`config.mk`:
```
export PLATFORM = sky130hd
export DESIGN_NAME = sram_port_arbiter
export DESIGN_NICKNAME = d
export VERILOG_FILES = /design/src/rtl/sram_port_arbiter.sv
export SDC_FILE = /design/constraint.sdc
export NUM_CORES = 1
export LEC_CHECK = 0
export ABC_CLOCK_PERIOD_IN_PS = 2650
export BUFFER_PORTS_ARGS = -buffer_cell sky130_fd_sc_hd__buf_2
export CORE_UTILIZATION = 25
export CTS_CLUSTER_DIAMETER = 200
export DETAILED_ROUTE_END_ITERATION = 7
export GPL_TIMING_DRIVEN = 1
export SETUP_SLACK_MARGIN = 0.1
export SKIP_CTS_REPAIR_TIMING = 1
export SYNTH_ARGS = -nofsm -noshare
export SYNTH_HDL_FRONTEND = slang
export SYNTH_SLANG_ARGS = --single-unit
```
`constraint.sdc`:
```
create_clock -name clk -period 2.65 [get_ports clk]
set_input_delay 0.53 -clock clk [delete_from_list [all_inputs] [get_ports clk]]
set_output_delay 0.53 -clock clk [all_outputs]
set_load 0.1 [all_outputs]
```
`src/rtl/sram_port_arbiter.sv`:
```
// sram_port_arbiter: shares one SRAM controller between two request ports.
// Optional macro: SRAM_ARB_FIXED_PRIO_EN (port 0 always wins a tie).
// Ports:
//   clk, Resetn                    clock, async active-low reset
//   req/we/addr/wdata 0,1          request side, held until doneN
//   gnt/done/rdata 0,1             winner level, done pulse, read data
//   mem_address/write_data/
//   write_en/read_data/ready       SRAM controller side
//   busy                           high whenever not idle
module sram_port_arbiter #(
    parameter int                ADDR_W       = 18,
    parameter int                DATA_W       = 16,
    parameter logic [ADDR_W-1:0] IDLE_ADDR    = 18'h0FFFF,
    parameter int                BUSY_TIMEOUT = 4
) (
    input  logic              clk,
    input  logic              Resetn,
    input  logic              req0,
    input  logic              req1,
    input  logic              we0,
    input  logic              we1,
    input  logic [ADDR_W-1:0] addr0,
    input  logic [ADDR_W-1:0] addr1,
    input  logic [DATA_W-1:0] wdata0,
    input  logic [DATA_W-1:0] wdata1,
    output logic              gnt0,
    output logic              gnt1,
    output logic              done0,
    output logic              done1,
    output logic [DATA_W-1:0] rdata0,
    output logic [DATA_W-1:0] rdata1,
    output logic [ADDR_W-1:0] mem_address,
    output logic [DATA_W-1:0] mem_write_data,
    output logic              mem_write_en,
    input  logic [DATA_W-1:0] mem_read_data,
    input  logic              mem_ready,
    output logic              busy
);

    localparam int CNT_W = $clog2(BUSY_TIMEOUT + 1);

    typedef enum logic [2:0] {
        S_IDLE,
        S_ISSUE,
        S_WAIT_BUSY,
        S_WAIT_READY,
        S_DONE
    } state_t;

    state_t             r_state;
    state_t             w_next;
    logic               r_sel;
    logic               r_we;
    logic [ADDR_W-1:0]  r_addr;
    logic [DATA_W-1:0]  r_wdata;
    logic [CNT_W-1:0]   r_cnt;

    logic               w_win;
    logic               w_skip;
    logic               w_cnt_last;
    logic               w_sel_n;
    logic               w_busy_d;
    logic               w_gnt0_d;
    logic               w_gnt1_d;
    logic               w_done0_d;
    logic               w_done1_d;
    logic               w_we_d;
    logic [ADDR_W-1:0]  w_maddr_d;
    logic [DATA_W-1:0]  w_mwd_d;
    logic [DATA_W-1:0]  w_rd0_d;
    logic [DATA_W-1:0]  w_rd1_d;
    logic [DATA_W-1:0]  w_rd_cap;

    // The controller cannot service its own idle address, so such reads
    // complete without touching the SRAM.
    assign w_skip     = (r_addr == IDLE_ADDR);
    assign w_cnt_last = (r_cnt == CNT_W'(BUSY_TIMEOUT - 1));

`ifdef SRAM_ARB_FIXED_PRIO_EN
    assign w_win = ~req0;
`else
    logic r_ptr;

    // Tie goes to the pointer; a lone requester wins outright.
    assign w_win = (req0 && req1) ? r_ptr : ~req0;

    always_ff @(posedge clk or negedge Resetn) begin
        if (!Resetn) begin
            r_ptr <= 1'b0;
        end else if (r_state == S_DONE) begin
            r_ptr <= ~r_sel;
        end
    end
`endif

    always_ff @(posedge clk or negedge Resetn) begin
        if (!Resetn) begin
            r_state <= S_IDLE;
            r_sel   <= 1'b0;
            r_we    <= 1'b0;
            r_addr  <= IDLE_ADDR;
            r_wdata <= '0;
            r_cnt   <= '0;
        end else begin
            r_state <= w_next;
            if (r_state == S_IDLE && w_next == S_ISSUE) begin
                r_sel   <= w_win;
                r_we    <= w_win ? we1 : we0;
                r_addr  <= w_win ? addr1 : addr0;
                r_wdata <= w_win ? wdata1 : wdata0;
            end
            if (r_state == S_ISSUE) begin
                r_cnt <= '0;
            end else if (r_state == S_WAIT_BUSY) begin
                r_cnt <= r_cnt + CNT_W'(1);
            end
        end
    end

    always_comb begin
        w_next = r_state;
        unique case (r_state)
            S_IDLE: begin
                if (req0 || req1) w_next = S_ISSUE;
            end
            S_ISSUE: begin
                w_next = (r_we || w_skip) ? S_DONE : S_WAIT_BUSY;
            end
            S_WAIT_BUSY: begin
                if (!mem_ready || w_cnt_last) w_next = S_WAIT_READY;
            end
            S_WAIT_READY: begin
                if (mem_ready) w_next = S_DONE;
            end
            S_DONE: begin
                w_next = S_IDLE;
            end
            default: begin
                w_next = S_IDLE;
            end
        endcase
    end

    // Outputs are registered, so their next values follow the next state.
    always_comb begin
        w_sel_n   = (r_state == S_IDLE) ? w_win : r_sel;
        w_busy_d  = (w_next != S_IDLE);
        w_gnt0_d  = w_busy_d && !w_sel_n;
        w_gnt1_d  = w_busy_d && w_sel_n;
        w_done0_d = (w_next == S_DONE) && !w_sel_n;
        w_done1_d = (w_next == S_DONE) && w_sel_n;
        w_we_d    = 1'b0;
        w_maddr_d = mem_address;
        w_mwd_d   = mem_write_data;
        w_rd0_d   = rdata0;
        w_rd1_d   = rdata1;
        // Skipped reads reach DONE straight from ISSUE and return zero.
        w_rd_cap  = (r_state == S_WAIT_READY) ? mem_read_data : '0;
        unique case (w_next)
            S_ISSUE: begin
                w_we_d    = w_win ? we1 : we0;
                w_maddr_d = w_win ? addr1 : addr0;
                w_mwd_d   = w_win ? wdata1 : wdata0;
            end
            S_DONE, S_IDLE: begin
                w_maddr_d = IDLE_ADDR;
            end
            default: begin
            end
        endcase
        if (w_next == S_DONE && !r_we) begin
            if (w_sel_n) w_rd1_d = w_rd_cap;
            else         w_rd0_d = w_rd_cap;
        end
    end

    always_ff @(posedge clk or negedge Resetn) begin
        if (!Resetn) begin
            busy           <= 1'b0;
            gnt0           <= 1'b0;
            gnt1           <= 1'b0;
            done0          <= 1'b0;
            done1          <= 1'b0;
            mem_write_en   <= 1'b0;
            mem_address    <= IDLE_ADDR;
            mem_write_data <= '0;
            rdata0         <= '0;
            rdata1         <= '0;
        end else begin
            busy           <= w_busy_d;
            gnt0           <= w_gnt0_d;
            gnt1           <= w_gnt1_d;
            done0          <= w_done0_d;
            done1          <= w_done1_d;
            mem_write_en   <= w_we_d;
            mem_address    <= w_maddr_d;
            mem_write_data <= w_mwd_d;
            rdata0         <= w_rd0_d;
            rdata1         <= w_rd1_d;
        end
    end

endmodule

```
==> impl_metrics.toml <==
[floorplan]
dieWidth_um = 131.9
die-area_mm2 = 0.01739
die_h_um = 131.9
fp.coreArea_mm2 = 0.01652
io_pins = 163
rows = 47
start_util_pct = 25.52

[logic_synthesis]
synth_top_area_cell = "dfrtp_1"
async_reset_ff_share_pct = 100.0
avgSynthCellArea_um2 = 10.76
syn_area_mm2 = 0.004217
yosysWarnings = 0
yosysMostFrequentCell = "nand2_1"
ys_top_cells_by_area = "dfrtp_1 40%, dfstp_2 20%, nand2_1 8.5%"
synth_ff_type = "dfrtp_1"
synth_fp_nets = 485
syn_inst = 392
ys_types = 38
synthTopCellsByCount = "96 x nand2_1, 67 x dfrtp_1, 35 x o21a_1, 32 x dfstp_2, 30 x o2bb2ai_1"
yosysTopAreaCellShare_pct = 39.76
synth-edff-count = 0
ys_seq_elements = 99
ys_seq_area_share_pct = 59.70

[setup_path]
crit_path_cell_trace = "nand4bb_1, nor4_4, a21oi_2, or3_1, o2bb2ai_1"
critPathRequiredTime_ps = 2850
worstPathMaxFanout = 16
critical-path-top-delay-family = "simple AND/OR/NAND/NOR gates"
end_kind = "flip-flop"
path_class = "flip-flop to flip-flop"
crit_buf_inv = 0
max_stage_delay_ps = 660
critical_path.startpoint_type = "flip-flop"
cp.arrival_ps = 2370
cp_slowest_cell = "or3_1"

[clocking]
root_buffer = "clkbuf_16"
clk_latency_ps = 340
cts_max_level = 3
clockBufferDepth = 2
numCtsBuffers = 9
tritoncts_num_sinks = 99
clk_pin_slew_worst_paths_ps = 70
cts_tree = "yes"

[timing]
fin_skew_ps = 6.935
timing.final.crit_share_pct = 82.08
min_period_ps = 2175
report.final.slew_viol_count = 0
max_slew_margin_pct = 53.83
fmax_mhz = 459.8
rsz0062_at_grt = "false"
hold_violations = 0
tightest_slew_ps = 690.8
setup_viol = 0
final.setup.tns_ps = 0

[routing]
detail-route-antenna-nets = 0
drt-initial-drc-count = 83
dr.pass1.iters = 4
viasPerCell = 4.587
via_count = 3555
wl_per_cell_um = 14.28
drt-total-wl_um = 11070
drc = 0

[global_routing]
antenna_found_initial = 0
grt_first_pass_wirelength_um = 18330
grt_max_degree = 55
track_usage_pct = 13.60
gr-total-overflow = 0
grt_pass1_vias = 3524

[layout]
drive_above_1_share_pct = 41.08
nets = 643
fin_util_pct = 33.63
num-fill-cells = 1701
num_antenna_cells = 0
syn2layout_area_growth_pct = 31.78

[hold_path]
worstHoldPathType = "input pin to async pin"

[run]
drv_cap = 0

[placement]
place_congestion = 0.7967
io_buffers = 162
dp_hpwl_um = 8046

[run_status]
status = "completed"
final cells by class:
type                    count  area [µm²]  share of cell area, %
clock buffers              12       267.8                  4.819
clock inverters             4       28.78                 0.5179
inverters                   8       30.03                 0.5404
multi-input cells         261        1531                  27.56
flip-flops and latches     99        2517                  45.31
well taps                 220       275.3                  4.954
repair buffers            171       905.9                  16.30
layout by cell type, fill, tap and decap left out, drive strengths merged, types with 2 or more instances in the layout:
cell type / count
nand2: 96
nand4: 3
or3: 2
o21ai: 6
nand3: 16
o2bb2ai: 32
dfstp: 32
a21o: 7
nor2: 20
clkbuf: 12
nand2b: 2
ha: 2
o21a: 35
dfrtp: 67
clkinv: 2
buf: 171
a21oi: 8
a31oi: 17
nor3: 3
inv: 10
final timing paths:
kind                                      to  cells after the start  slack (ps)        from
max                                rdata1[3]                      5         470  r_addr[15]
min                               rdata1[10]                      1         220      Resetn
max reg2reg                        rdata1[3]                      5         470  r_addr[15]
min reg2reg                       rdata1[10]                      1         480  rdata1[10]
max in group asynchronous         r_addr[17]                      2        1760      Resetn
min in group clk           mem_write_data[5]                      3         430   wdata0[5]
sequential cells by signal, summed over array words and instances, names as in the netlist, 3 cells and up:
register,cells
rdata0,16
r_cnt,3
r_state,3
r_addr,18
rdata1,16
mem_write_data,16
mem_address,18
routing by layer:
metal / GRT usage (%) / vias up / part of all wire, %
li1: - / 1684 / -
met1: 16.77 / 1720 / 45
met2: 21.66 / 137 / 46
met3: 4.037 / 14 / 6.2
met4: 6.718 / 0 / 2.2
met5: 0 / - / 0
kinds of logic (layout without fill, tap and decap cells):
family | count (synthesis) | after routing | share of synthesized area, %
and+or+nand+nor | 149 | 149 | 15.67
adders and majority gates | 2 | 2 | 0.5934
muxes | 2 | 2 | 0.5044
AOI/OAI and AO/OA | 108 | 108 | 19.35
buffers and inverters | 32 | 195 | 4.184
DFF | 99 | 99 | 59.70
through the flow:
step,hold slack [ps],instances,setup slack [ps],instance area [µm²]
global placement,466.9,759,544.4,5260
finish,221.0,775,474.9,5557
CTS,240.4,775,466.7,5557
global route,264.8,775,347.5,5557
floorplan,234.4,392,799.9,4217
detailed placement,467.5,759,490.8,5260
Power is not shown: default switching activity piles up to over one toggle a cycle in this logic, so the estimate is an artifact.
